`src/rtl/alarm_time_setter_pkg.sv`:
```
// Shared types and BCD helpers for the alarm/time entry controller.
// Holds the edit FSM encoding, display field codes and wrap-around digit arithmetic.
package alarm_time_setter_pkg;

    typedef enum logic [1:0] {
        ST_IDLE     = 2'd0,
        ST_EDIT_HR  = 2'd1,
        ST_EDIT_MIN = 2'd2,
        ST_COMMIT   = 2'd3
    } state_t;

    localparam logic [1:0] FIELD_NONE = 2'd0;
    localparam logic [1:0] FIELD_HR   = 2'd1;
    localparam logic [1:0] FIELD_MIN  = 2'd2;

    localparam logic [1:0] HR_TENS_MAX   = 2'd2;  // hours top out at 23
    localparam logic [3:0] HR_UNITS_MAX  = 4'd3;
    localparam logic [3:0] MIN_TENS_MAX  = 4'd5;  // minutes top out at 59
    localparam logic [3:0] BCD_DIGIT_MAX = 4'd9;

    typedef struct packed {
        logic [1:0] hr_1;
        logic [3:0] hr_0;
        logic [3:0] min_1;
        logic [3:0] min_0;
    } bcd_time_t;

    function automatic bcd_time_t inc_hours(input bcd_time_t t);
        bcd_time_t r;
        r = t;
        if (t.hr_1 == HR_TENS_MAX && t.hr_0 == HR_UNITS_MAX) begin
            r.hr_1 = 2'd0;
            r.hr_0 = 4'd0;
        end else if (t.hr_0 == BCD_DIGIT_MAX) begin
            r.hr_1 = t.hr_1 + 2'd1;
            r.hr_0 = 4'd0;
        end else begin
            r.hr_0 = t.hr_0 + 4'd1;
        end
        return r;
    endfunction

    function automatic bcd_time_t inc_minutes(input bcd_time_t t);
        bcd_time_t r;
        r = t;
        if (t.min_0 != BCD_DIGIT_MAX) begin
            r.min_0 = t.min_0 + 4'd1;
        end else begin
            r.min_0 = 4'd0;
            r.min_1 = (t.min_1 == MIN_TENS_MAX) ? 4'd0 : t.min_1 + 4'd1;
        end
        return r;
    endfunction

    // Each field is checked independently so a bad hour does not discard good minutes.
    function automatic bcd_time_t clamp_time(input bcd_time_t t);
        bcd_time_t r;
        r = t;
        if (!((t.hr_1 < HR_TENS_MAX && t.hr_0 <= BCD_DIGIT_MAX) ||
              (t.hr_1 == HR_TENS_MAX && t.hr_0 <= HR_UNITS_MAX))) begin
            r.hr_1 = 2'd0;
            r.hr_0 = 4'd0;
        end
        if (!(t.min_1 <= MIN_TENS_MAX && t.min_0 <= BCD_DIGIT_MAX)) begin
            r.min_1 = 4'd0;
            r.min_0 = 4'd0;
        end
        return r;
    endfunction

endpackage

```
`src/rtl/alarm_time_setter_btn_debounce.sv`:
```
// Two-flop synchroniser plus stable-level filter for one raw front-panel button.
// Emits a single-cycle press pulse when a new high level is accepted; releases are silent.
module btn_debounce #(
    parameter int DEBOUNCE_CYCLES = 2
) (
    input  logic clk,
    input  logic areset,
    input  logic raw,
    output logic press
);

    localparam int CNT_W = $clog2(DEBOUNCE_CYCLES + 1);

    logic             sync_1;
    logic             sync_2;
    logic             level;
    logic [CNT_W-1:0] cnt;

    // NOTE: sequential state uses non-blocking assignments so every flop samples pre-edge values.
    always_ff @(posedge clk or posedge areset) begin
        if (areset) begin
            sync_1 <= 1'b0;
            sync_2 <= 1'b0;
            level  <= 1'b0;
            cnt    <= '0;
            press  <= 1'b0;
        end else begin
            sync_1 <= raw;
            sync_2 <= sync_1;
            press  <= 1'b0;
            if (sync_2 != level) begin
                if (cnt == CNT_W'(DEBOUNCE_CYCLES - 1)) begin
                    level <= sync_2;
                    cnt   <= '0;
                    press <= sync_2;
                end else begin
                    cnt <= cnt + CNT_W'(1);
                end
            end else begin
                cnt <= '0;
            end
        end
    end

endmodule

```
`src/rtl/alarm_time_setter.sv`:
```
// Button-driven time/alarm entry controller for the alarm clock core.
// Edits hours then minutes in BCD and holds the load strobe long enough for the 1 s domain.
module alarm_time_setter
    import alarm_time_setter_pkg::*;
#(
    parameter int DEBOUNCE_CYCLES = 2,
    parameter int LD_HOLD_CYCLES  = 12,
    parameter int TIMEOUT_CYCLES  = 300
) (
    input  logic       clk,
    input  logic       areset,
    input  logic       btn_time,
    input  logic       btn_alarm,
    input  logic       btn_up,
    input  logic       btn_next,
    input  logic [1:0] cur_hr_1,
    input  logic [3:0] cur_hr_0,
    input  logic [3:0] cur_min_1,
    input  logic [3:0] cur_min_0,
    output logic [1:0] hr_in_1,
    output logic [3:0] hr_in_0,
    output logic [3:0] min_in_1,
    output logic [3:0] min_in_0,
    output logic       LD_time,
    output logic       LD_alarm,
    output logic [1:0] edit_field,
    output logic       edit_alarm
);

    localparam int HOLD_W = $clog2(LD_HOLD_CYCLES);
    localparam int TO_W   = $clog2(TIMEOUT_CYCLES);

    logic time_ev, alarm_ev, up_ev, next_ev;

    btn_debounce #(.DEBOUNCE_CYCLES(DEBOUNCE_CYCLES)) u_db_time  (.clk(clk), .areset(areset), .raw(btn_time),  .press(time_ev));
    btn_debounce #(.DEBOUNCE_CYCLES(DEBOUNCE_CYCLES)) u_db_alarm (.clk(clk), .areset(areset), .raw(btn_alarm), .press(alarm_ev));
    btn_debounce #(.DEBOUNCE_CYCLES(DEBOUNCE_CYCLES)) u_db_up    (.clk(clk), .areset(areset), .raw(btn_up),    .press(up_ev));
    btn_debounce #(.DEBOUNCE_CYCLES(DEBOUNCE_CYCLES)) u_db_next  (.clk(clk), .areset(areset), .raw(btn_next),  .press(next_ev));

    state_t            state, state_next;
    logic              alarm_sel, alarm_sel_next;
    bcd_time_t         digits, digits_next;
    bcd_time_t         shadow, shadow_next;
    logic [TO_W-1:0]   idle_cnt, idle_cnt_next;
    logic [HOLD_W-1:0] hold_cnt, hold_cnt_next;

    always_ff @(posedge clk or posedge areset) begin
        if (areset) begin
            state     <= ST_IDLE;
            alarm_sel <= 1'b0;
            digits    <= '0;
            shadow    <= '0;
            idle_cnt  <= '0;
            hold_cnt  <= '0;
        end else begin
            state     <= state_next;
            alarm_sel <= alarm_sel_next;
            digits    <= digits_next;
            shadow    <= shadow_next;
            idle_cnt  <= idle_cnt_next;
            hold_cnt  <= hold_cnt_next;
        end
    end

    // NOTE: every combinational output gets a default before the case so no latch is inferred.
    always_comb begin
        state_next     = state;
        alarm_sel_next = alarm_sel;
        digits_next    = digits;
        shadow_next    = shadow;
        idle_cnt_next  = idle_cnt;
        hold_cnt_next  = hold_cnt;
        case (state)
            ST_IDLE: begin
                if (time_ev) begin
                    state_next     = ST_EDIT_HR;
                    alarm_sel_next = 1'b0;
                    digits_next    = clamp_time({cur_hr_1, cur_hr_0, cur_min_1, cur_min_0});
                    idle_cnt_next  = '0;
                end else if (alarm_ev) begin
                    state_next     = ST_EDIT_HR;
                    alarm_sel_next = 1'b1;
                    digits_next    = shadow;
                    idle_cnt_next  = '0;
                end
            end
            ST_EDIT_HR, ST_EDIT_MIN: begin
                // next outranks up when both arrive in the same cycle
                if (next_ev) begin
                    idle_cnt_next = '0;
                    if (state == ST_EDIT_HR) begin
                        state_next = ST_EDIT_MIN;
                    end else begin
                        state_next    = ST_COMMIT;
                        hold_cnt_next = '0;
                        if (alarm_sel) shadow_next = digits;
                    end
                end else if (up_ev) begin
                    idle_cnt_next = '0;
                    digits_next   = (state == ST_EDIT_HR) ? inc_hours(digits) : inc_minutes(digits);
                end else if (idle_cnt == TO_W'(TIMEOUT_CYCLES - 1)) begin
                    state_next    = ST_IDLE;
                    idle_cnt_next = '0;
                end else begin
                    idle_cnt_next = idle_cnt + TO_W'(1);
                end
            end
            ST_COMMIT: begin
                if (hold_cnt == HOLD_W'(LD_HOLD_CYCLES - 1)) begin
                    state_next    = ST_IDLE;
                    hold_cnt_next = '0;
                end else begin
                    hold_cnt_next = hold_cnt + HOLD_W'(1);
                end
            end
            default: state_next = ST_IDLE;
        endcase
    end

    always_comb begin
        edit_field = FIELD_NONE;
        case (state)
            ST_EDIT_HR:  edit_field = FIELD_HR;
            ST_EDIT_MIN: edit_field = FIELD_MIN;
            default:     edit_field = FIELD_NONE;
        endcase
    end

    // Strobes decode straight from registers so areset clears them without waiting for an edge.
    assign LD_time    = (state == ST_COMMIT) && !alarm_sel;
    assign LD_alarm   = (state == ST_COMMIT) &&  alarm_sel;
    assign edit_alarm = alarm_sel;
    assign hr_in_1    = digits.hr_1;
    assign hr_in_0    = digits.hr_0;
    assign min_in_1   = digits.min_1;
    assign min_in_0   = digits.min_0;

endmodule
```
`config.mk`:
```
export PLATFORM = sky130hd
export DESIGN_NAME = alarm_time_setter
export DESIGN_NICKNAME = d
export VERILOG_FILES = /design/src/rtl/alarm_time_setter_pkg.sv /design/src/rtl/alarm_time_setter_btn_debounce.sv /design/src/rtl/alarm_time_setter.sv
export SDC_FILE = /design/constraint.sdc
export NUM_CORES = 1
export LEC_CHECK = 0
export ABC_AREA = 1
export BUFFER_PORTS_ARGS = -buffer_cell sky130_fd_sc_hd__buf_2
export CORE_MARGIN = 10
export CORE_UTILIZATION = 46
export CTS_CLUSTER_DIAMETER = 120
export DETAILED_ROUTE_END_ITERATION = 16
export HOLD_SLACK_MARGIN = 0.15
export MAX_ROUTING_LAYER = met4
export SLEW_MARGIN = 20
export SYNTH_ARGS = -nofsm -noshare
export SYNTH_HDL_FRONTEND = slang
export SYNTH_SLANG_ARGS = --single-unit
```
`constraint.sdc`:
```
create_clock -name clk -period 2.2 [get_ports clk]
set_input_delay 0.11 -clock clk [delete_from_list [all_inputs] [get_ports clk]]
set_output_delay 0.11 -clock clk [all_outputs]
set_load 0.005 [all_outputs]
```
# == Yosys cells after proc, flatten, opt, wreduce, memory -nomap -nowiden ==
# Index checks and enable logic that the tools add are counted.
# Widths: inputs -> output; s select.
# classes
n_lt_le_gt_ge,5
n_reduce_logical,26
n_mux,51
eq_ne,30
n_div,0
addsub,10
multipliers,0
bitwise,1
shift,0
# ops
cell,n
$mux 14,5
$mux 9,5
$mux 2,15
$mux 4,7
$pmux 14 s2,1
$pmux 9 s2,1
$add 4x1->4 const B,4
$mux 6,2
$reduce_and 2->1,6
$reduce_and 6->1,2
$mux 1,11
$add 2x1->2 const B,5
$eq 2x1->1 const B,5
$ne 2x2->1 const B,5
$reduce_and 5->1,2
$add 9x1->9 const B,1
$eq 9x9->1 const B,1
$eq 2x2->1 const B,4
$eq 4x4->1 const B,2
$le 4x4->1 const B,2
$mux 8,1
$pmux 4 s2,1
$reduce_and 4->1,2
$logic_and 1x1->1,6
other kinds (20),27
# totals
latchBits,0
reg_bits,68
n_memories,0
in_bits,20
ramBits,0
out_inout_bits,19
romBits,0

# == Longest topological paths before layout ==
# Gate-level depths: netlist of run 1.
# depth
depth_word,7
ltp_mapped,11

# == By module ==
# A second synthesis of run 1 with hierarchy kept.
# hier_totals
hier_cells,460
hier_area_um2,3646.0
# by_module_without_submodules
module,instances,cells_per_inst,area_per_inst_um2
alarm_time_setter,1,380,2810.2
btn_debounce,4,20,209.0

# == Worst setup path before layout of run 1 ==
# OpenSTA, ideal clock, no wires.
# synth_timing
path_kind,register to register
startpoint,reg state[0]
endpoint,"reg digits, in the netlist min_in_0[1]"
setup_time_ns,0.117
path_stages_with_launch,11
n_path_buf,0
arrival_ns,1.567
t_required_ns,2.083
path_slack_ns,0.516
synth_period_minus_slack_ns,1.684
cell_sequence,dfrtp_1 inv_1 ha_1 nand2_1 inv_2 nor2_2 nand2_1 nor2_4 o21ai_1 nor2_1 nor2_1
# synth_via
elab_chain_len,4
elab_cells_between_ends,11
# synth_lines
item,line_no,rtl
from (decl),alarm_time_setter.sv:40,"state_t state, state_next;"
from (signal assigned),alarm_time_setter.sv:56,state <= state_next;
$eq 2x1->1 or $eq 2x2->1 (tied branches),"alarm_time_setter.sv:73, alarm_time_setter.sv:100",
$reduce_or 2->1,alarm_time_setter.sv:73,case (state)
"$ne 2x2->1 (no source line), or another cell as far along",--,
$reduce_and 5->1 (no source line),--,
to (signal assigned),alarm_time_setter.sv:58,digits <= digits_next;
to (decl),alarm_time_setter.sv:42,"bcd_time_t digits, digits_next;"
# Several ways; a longest one is shown, not always the timed one.
# A chain may end at the register's enable or synchronous reset.

# == Final worst setup path of run 1 ==
# layout_timing
startpoint,reg state[0]
endpoint,"reg digits, in the netlist min_in_0[2]"
# Same word-level chain as after synthesis.

==> results of run 1 <==
==> state kept, by name, summed over array words and instances, names as in the netlist, 2 cells and up <==
signal          count
u_db_alarm.cnt      2
hr_in_1             2
u_db_next.cnt       2
min_in_1            4
u_db_up.cnt         2
min_in_0            4
hold_cnt            4
shadow             14
state               2
hr_in_0             4
idle_cnt            9
u_db_time.cnt       2
==> power groups by stage <==
stage          combinational [mW]  clock (mW)  sequential, mW
2_1_floorplan                1.78           0            1.89
3_3_place_gp                 2.35           0            1.97
3_5_place_dp                 2.37           0            1.97
4_1_cts                      2.39        1.40            1.95
5_1_grt                      2.76        1.45            2.01
6_report                     2.37        1.36            1.94
==> placed cells by master (no fill, tap or decap), drive strengths merged <==
master | netlist | final
nand2 | 100 | 100
nor2 | 82 | 82
dfrtp | 68 | 68
inv | 51 | 51
buf | 5 | 45
o21ai | 39 | 39
nand3 | 31 | 31
a21oi | 19 | 19
ha | 15 | 15
clkbuf | 3 | 12
dlygate4sd3 | 0 | 10
xnor2 | 7 | 7
xor2 | 5 | 5
nand4 | 5 | 5
bufinv | 0 | 4
a21o | 3 | 3
o21bai | 3 | 3
nor3b | 3 | 3
nor3 | 2 | 2
or2 | 1 | 1
nand3b | 1 | 1
mux2 | 1 | 1
o211ai | 1 | 1
o22ai | 1 | 1
==> per-stage QoR <==
stage,setup WS [ns],cell area [µm²],hold WS [ns]
6_report,0.212,4300,0.172
5_1_grt,0.00116,4300,0.176
4_1_cts,0.195,4300,0.153
3_5_place_dp,0.221,3930,0.216
3_3_place_gp,0.337,3930,0.216
2_1_floorplan,0.378,3590,0.141
==> final cells by class <==
type / count / area, µm² / area share
clock buffer: 12 / 145 / 0.0338
clock inverter: 4 / 120 / 0.0280
inverter: 51 / 196 / 0.0457
multi-input combinational: 319 / 1650 / 0.384
sequential: 68 / 1700 / 0.396
tap: 102 / 128 / 0.0297
timing repair buffer: 55 / 355 / 0.0827
==> worst min-delay path: cells and delay by family <==
kind	cells	cell delay, ns
AO/OA/AOI/OAI	2	0.18
buffers and inverters	1	0.10
AND/OR/NAND/NOR	1	0.09
==> path summary, 6_finish.rpt <==
check / end / slack, ns
worst min-delay path: min_in_1[1] / 0.17
min in group asynchronous: u_db_time.cnt[1] / 0.38
worst max-delay path: min_in_0[2] / 0.21
worst min register to register: u_db_time.sync_2 / 0.35
worst max register to register: min_in_0[2] / 0.21
max in group asynchronous: shadow[11] / 1.51
==> cell families (layout without fill, tap and decap cells) <==
logic type	after synthesis	in the layout
DFF	68	68
muxes	1	1
and+or+nand+nor	225	225
adders and majority gates	15	15
buffers and inverters	59	122
AOI/OAI and AO/OA	66	66
xor gates and xnor gates	12	12
==> metal layers <==
metal | track usage | vias to the layer above | wire length (µm)
met2 | 0.233 | 46 | 3630
met5 | - | - | 0
li1 | - | 1546 | -
met4 | 0.0452 | 0 | 63
met3 | 0.0297 | 6 | 288
met1 | 0.176 | 1359 | 3670
==> synth_stat cells, types with 3 or more instances <==
master | instances | area share
dfrtp_1 | 68 | 0.47
xnor2_1 | 7 | 0.017
nor2_2 | 5 | 0.0087
xor2_1 | 5 | 0.012
a21oi_1 | 17 | 0.024
o21ai_1 | 16 | 0.022
buf_2 | 3 | 0.0042
o21bai_1 | 3 | 0.0063
inv_2 | 6 | 0.0063
nand3_1 | 29 | 0.040
nor2_1 | 75 | 0.078
ha_1 | 15 | 0.052
a21o_1 | 3 | 0.0063
inv_1 | 43 | 0.045
clkbuf_1 | 3 | 0.0031
o21ai_0 | 23 | 0.032
nand2_1 | 98 | 0.10
nand4_1 | 5 | 0.0087
==> timing repair <==
action                     CTS  global route
setup endpoints to repair    0             0
hold endpoints to repair    77             0
buffers inserted             0             0
hold buffers                10             0
==> impl_metrics.csv, run 1 <==
group,metric,value,unit
worst_hold_path,hold_class,"input pin to flip-flop",
clock_network,ctsResizeCount,0,
clock_network,cts_tree,"done",
global_routing,grt_overflow,0,
worst_setup_path,cp.required,2.43,ns
timing,setup_violations,0,
detailed_routing,drt_iter0_markers,161,
logic_synthesis,synthFlopType,"dfrtp_1",
finish,n_antenna_cell,0,
power,p_leak,2.17,nW
global_routing,grt_pass1_wl,13.6,mm
finish,stdcell_count,611,
timing,tightest_slew,0.406,ns
logic_synthesis,synth_simple_gate_area_frac,0.275,
floorplanning,die_x,108,µm
power,switching_share,0.398,
worst_hold_path,worst_hold_startpoint,"cur_min_1[1]",
logic_synthesis,yosysWarnings,0,
floorplanning,design.die.area,11700,µm²
logic_synthesis,yosys.area_share.xor_xnor,0.0293,
logic_synthesis,synth-compound-area-share,0.0993,
floorplanning,fp.dieH,108,µm
place,port_buffers,38,
timing,fin_crit,1.99,ns
worst_setup_path,arrival,2.22,ns
detailed_routing,routedWlPerCell,12.5,µm
floorplanning,initial_utilization,0.470,
worst_setup_path,path_cells,"inv_1 > ha_1 > inv_2 > nor2_1 > nor2_2 > nand2_1 > nor2_4 > o21ai_1 > nor2_1 > nor2_1",
power,p_comb_frac,0.418,
timing,tns,0,ns
timing,hold_violations,0,
clock_network,htreeDepth,3,
clock_network,cts_buffers,9,
worst_setup_path,worstPathMaxFanout,13,
finish,nNetsFinal,539,
worst_setup_path,reg2reg_from,"state[0]",
place,routabilityCongestion,0.837,
worst_setup_path,critPathLaunchType,"flip-flop",
logic_synthesis,synth_adder_area_share,0.0522,
logic_synthesis,syn_inst,446,
detailed_routing,drt-total-wl,7.65,mm
flow_run,max-cap-violations,0,
clock_network,clock_tree.buffer_depth,2,
finish,fin_util,0.562,
clock_network,clock_latency,0.34,ns
power,clkPwrFrac,0.240,
logic_synthesis,synth.avg_cell_area,8.05,µm²
floorplanning,pin_count,39,
timing,fmax,503,MHz
worst_setup_path,critical_path.slowest_cell,"dfrtp_1",
worst_setup_path,crit_cells,10,
timing,fin_skew,0.0147,ns
power,pwr_density_cell,1320,nW/µm²
worst_setup_path,cp-startpoint,"state[0]",
worst_setup_path,crit_path_max_incr_delay,0.42,ns
finish,area_delta_synth_final,19.6,%
timing,maxSlewViolCount,0,
clock_network,clk_pin_slew,0.08,ns
logic_synthesis,synth_fp_nets,481,
global_routing,antenna_found_initial,0,
place,hpwl,5.61,mm
finish,num-fill-cells,694,
global_routing,grt_pass1_vias,2891,
outcome,outcome,"finished, final reports clean",
worst_setup_path,crit_type,"flip-flop to flip-flop",
power,ir_worst_vdd,0.000592,V
place,dp_cells,585,
worst_setup_path,reg2reg_depth,10,
detailed_routing,dr.pass1.iters,5,
timing,rsz0062_at_grt,"false",
clock_network,cts_sinks,68,
worst_setup_path,endpoint_kind,"flip-flop",
timing,fin_crit_sh,0.904,
logic_synthesis,synth_top_family_by_area,"simple AND/OR/NAND/NOR gates",
power,seqPwrFrac,0.343,
global_routing,track_usage,0.144,
power,internal_power,3.42,mW
logic_synthesis,netlist_area,3590,µm²
detailed_routing,vias_per_cell,4.84,
worst_setup_path,cp_common_cell,"nor2_1",
logic_synthesis,synth-edff-count,0,
detailed_routing,vias,2957,
worst_setup_path,critical_path.top_delay_family,"simple AND/OR/NAND/NOR gates",
detailed_routing,postRouteAntennaNets,0,
global_routing,grt_max_degree,69,
logic_synthesis,ys_seq_area_frac,0.474,
worst_hold_path,min_path_cells,4,
logic_synthesis,async_flop_share,1.00,
floorplanning,rows,32,
power,p_sw,2.26,mW
detailed_routing,drc,0,
logic_synthesis,synth_mux_area_frac,0.00313,
finish,drive_above_1_share,0.167,
clock_network,cts_root_buf,"clkbuf_8",
logic_synthesis,ys_seq_elements,68,
timing,slew_headroom,0.728,
power,total_power,5.67,mW
floorplanning,core_region_area,7650,µm²
worst_setup_path,path_buf_inv,2,
logic_synthesis,yosysUniqueCellTypes,36,
Power figures use the tool's default switching activity.
==> run 2, diff against run 1 <==
PLACE_DENSITY = 0.67   (was unset)
clock period = 1.7 ns   (was 2.2 ns; I/O delays follow)
==> run 2 against run 1 <==
Compared with the run above:
- sequential share of layout area is 1.1 points lower
- global-route usage about the same
- non-clock buffer count up 13
- via count rose by 1.9%
- clock-buffer cell count shrank 3
- hold slack better by 0.021 ns
- register-to-register slack got worse by 0.12 ns
- sequential power grew 28%
- wire length rose by 2.6%
- die area stayed put
- final area increased by 2.8%
- critical path type unchanged
- largest cell class unchanged
==> impl_metrics.csv, run 2 (synthesized netlist as in run 1, its figures left out) <==
group,metric,value,unit
outcome,outcome,"finished, final reports clean",
global_routing,grt_overflow,0,
clock_network,cts_sinks,68,
place,pre_cts_ws,-0.0335,ns
finish,reg_top3,"shadow: 14 flops, idle_cnt: 9 flops",
power,switching_share,0.425,
floorplanning,design.die.area,11700,µm²
worst_setup_path,crit_type,"flip-flop to flip-flop",
finish,stdcell_count,624,
place,placedInstanceArea,4010,µm²
timing,slew_headroom,0.604,
worst_setup_path,arrival,1.86,ns
worst_setup_path,cp.required,1.95,ns
timing,fin_skew,0.0125,ns
power,pwr_density_cell,1670,nW/µm²
worst_setup_path,worstPathMaxFanout,7,
worst_setup_path,cp_common_cell,"nor2_1",
finish,n_antenna_cell,0,
detailed_routing,dr.pass1.iters,4,
place,port_buffers,38,
worst_setup_path,crit_path_max_incr_delay,0.40,ns
detailed_routing,routedWlPerCell,12.6,µm
flow_run,max-cap-violations,0,
worst_hold_path,min_path_cells,5,
power,ir_worst_vdd,0.000692,V
power,p_sw,3.13,mW
worst_setup_path,path_cells,"inv_2 > ha_4 > inv_4 > nor2_1 > nor2_2 > nand2_2 > nor2_4 > o21ai_1 > nor2_1 > nor2_1",
power,internal_power,4.24,mW
global_routing,antenna_found_initial,0,
detailed_routing,drc,0,
clock_network,clock_tree.buffer_depth,2,
floorplanning,initial_utilization,0.470,
clock_network,clk_pin_slew,0.08,ns
floorplanning,pin_count,39,
timing,tns,0,ns
timing,rsz0062_at_grt,"true",
place,hpwl,5.69,mm
finish,area_delta_synth_final,22.9,%
power,seqPwrFrac,0.338,
place,dp_cells,593,
worst_setup_path,endpoint_kind,"flip-flop",
finish,fin_area,4410,µm²
finish,fin_util,0.577,
worst_hold_path,hold_class,"input pin to flip-flop",
clock_network,cts_root_buf,"clkbuf_8",
timing,setup_slack,0.0888,ns
power,p_leak,2.21,nW
detailed_routing,drt-total-wl,7.85,mm
place,routabilityCongestion,0.849,
clock_network,cts_tree,"done",
timing,hold_violations,0,
detailed_routing,drt_iter0_markers,107,
timing,maxSlewViolCount,0,
global_routing,grt_pass1_vias,2919,
global_routing,track_usage,0.144,
worst_setup_path,critical_path.slowest_cell,"dfrtp_1",
timing,fin_crit_sh,0.948,
detailed_routing,postRouteAntennaNets,0,
timing,tightest_slew,0.592,ns
finish,largest_reg_flops,14,
worst_setup_path,reg2reg_depth,10,
clock_network,cts_buffers,9,
finish,regMostFlops,"shadow",
floorplanning,fp.dieH,108,µm
global_routing,grt_pass1_wl,13.4,mm
floorplanning,core_region_area,7650,µm²
floorplanning,rows,32,
timing,fmax,621,MHz
clock_network,clock_latency,0.35,ns
timing,fin_crit,1.61,ns
power,clkPwrFrac,0.186,
power,p_comb_frac,0.475,
finish,drive_above_1_share,0.207,
finish,nNetsFinal,552,
worst_setup_path,critPathLaunchType,"flip-flop",
finish,mostFrequentLayoutCell,"nand2_1",
finish,mostFrequentLayoutCells,"nand2_1 (96), nor2_1 (74), dfrtp_1 (68), inv_1 (39), buf_2 (38)",
detailed_routing,vias_per_cell,4.83,
detailed_routing,vias,3013,
clock_network,htreeDepth,3,
timing,setup_violations,0,
floorplanning,die_x,108,µm
global_routing,grt_max_degree,42,
-- run 2: cell types whose count changed in the layout (fill, tap and decap cells not counted), sizes merged --
cell / before / now
bufinv: 4 / 1
clkbuf: 12 / 9
inv: 51 / 54
clkinvlp: 0 / 3
buf: 45 / 55
dlygate4sd3: 10 / 13
-- run 2: final cells by class --
cell class                      instances  area [µm²]
Clock buffer                            9         124
Clock inverter                          7        80.1
Fill cell                             698        3230
Inverter                               51         203
Multi-Input combinational cell        319        1690
Sequential cell                        68        1700
Tap cell                              102         128
Timing Repair Buffer                   68         485
-- run 2: critical path: cells and delay by family (launching register included) --
family,cells,cell delay (ns)
simple gates,6,0.61
flops,1,0.40
compound gates,1,0.10
fa+ha+maj,1,0.23
buf+inv,2,0.17
-- run 2: path summary, 6_finish.rpt --
check / from / to / slack, ns
worst max-delay path: state[0] / min_in_0[1] / 0.09
worst min register to register: u_db_up.sync_1 / u_db_up.sync_2 / 0.35
worst max register to register: state[0] / min_in_0[1] / 0.09
max in group asynchronous: areset / idle_cnt[3] / 0.75
worst min-delay path: cur_min_1[0] / min_in_1[0] / 0.19
min in group asynchronous: areset / u_db_alarm.sync_2 / 0.35
-- run 2: power by group through the flow --
stage          Clock, mW  Sequential [mW]  Combinational, mW
2_1_floorplan          0             2.45               2.31
4_1_cts             1.41             2.49               3.41
6_report            1.37             2.49               3.50
3_3_place_gp           0             2.51               3.16
3_5_place_dp           0             2.52               3.26
5_1_grt             1.48             2.57               3.98
-- run 2: timing repair --
item                       4_1_cts  5_1_grt
setup endpoints to repair        6       20
gates resized for setup          1       13
setup buffers                    1        1
hold endpoints to repair        39        0
pin swaps                        1        2
hold buffers                    13        0
-- run 2: through the flow --
stage | power, mW | hold WS [ns]
2_1_floorplan | 4.76 | 0.116
4_1_cts | 7.31 | 0.187
5_1_grt | 8.03 | 0.218
6_report | 7.37 | 0.193
3_5_place_dp | 5.78 | 0.185
3_3_place_gp | 5.67 | 0.179
-- run 2: routing by layer --
metal | part of all wire | global-route usage | up-vias
met5 | 0 | - | -
met4 | 0.0097 | 0.0452 | 0
met3 | 0.048 | 0.0393 | 6
met2 | 0.48 | 0.239 | 48
met1 | 0.46 | 0.167 | 1398
li1 | - | - | 1561
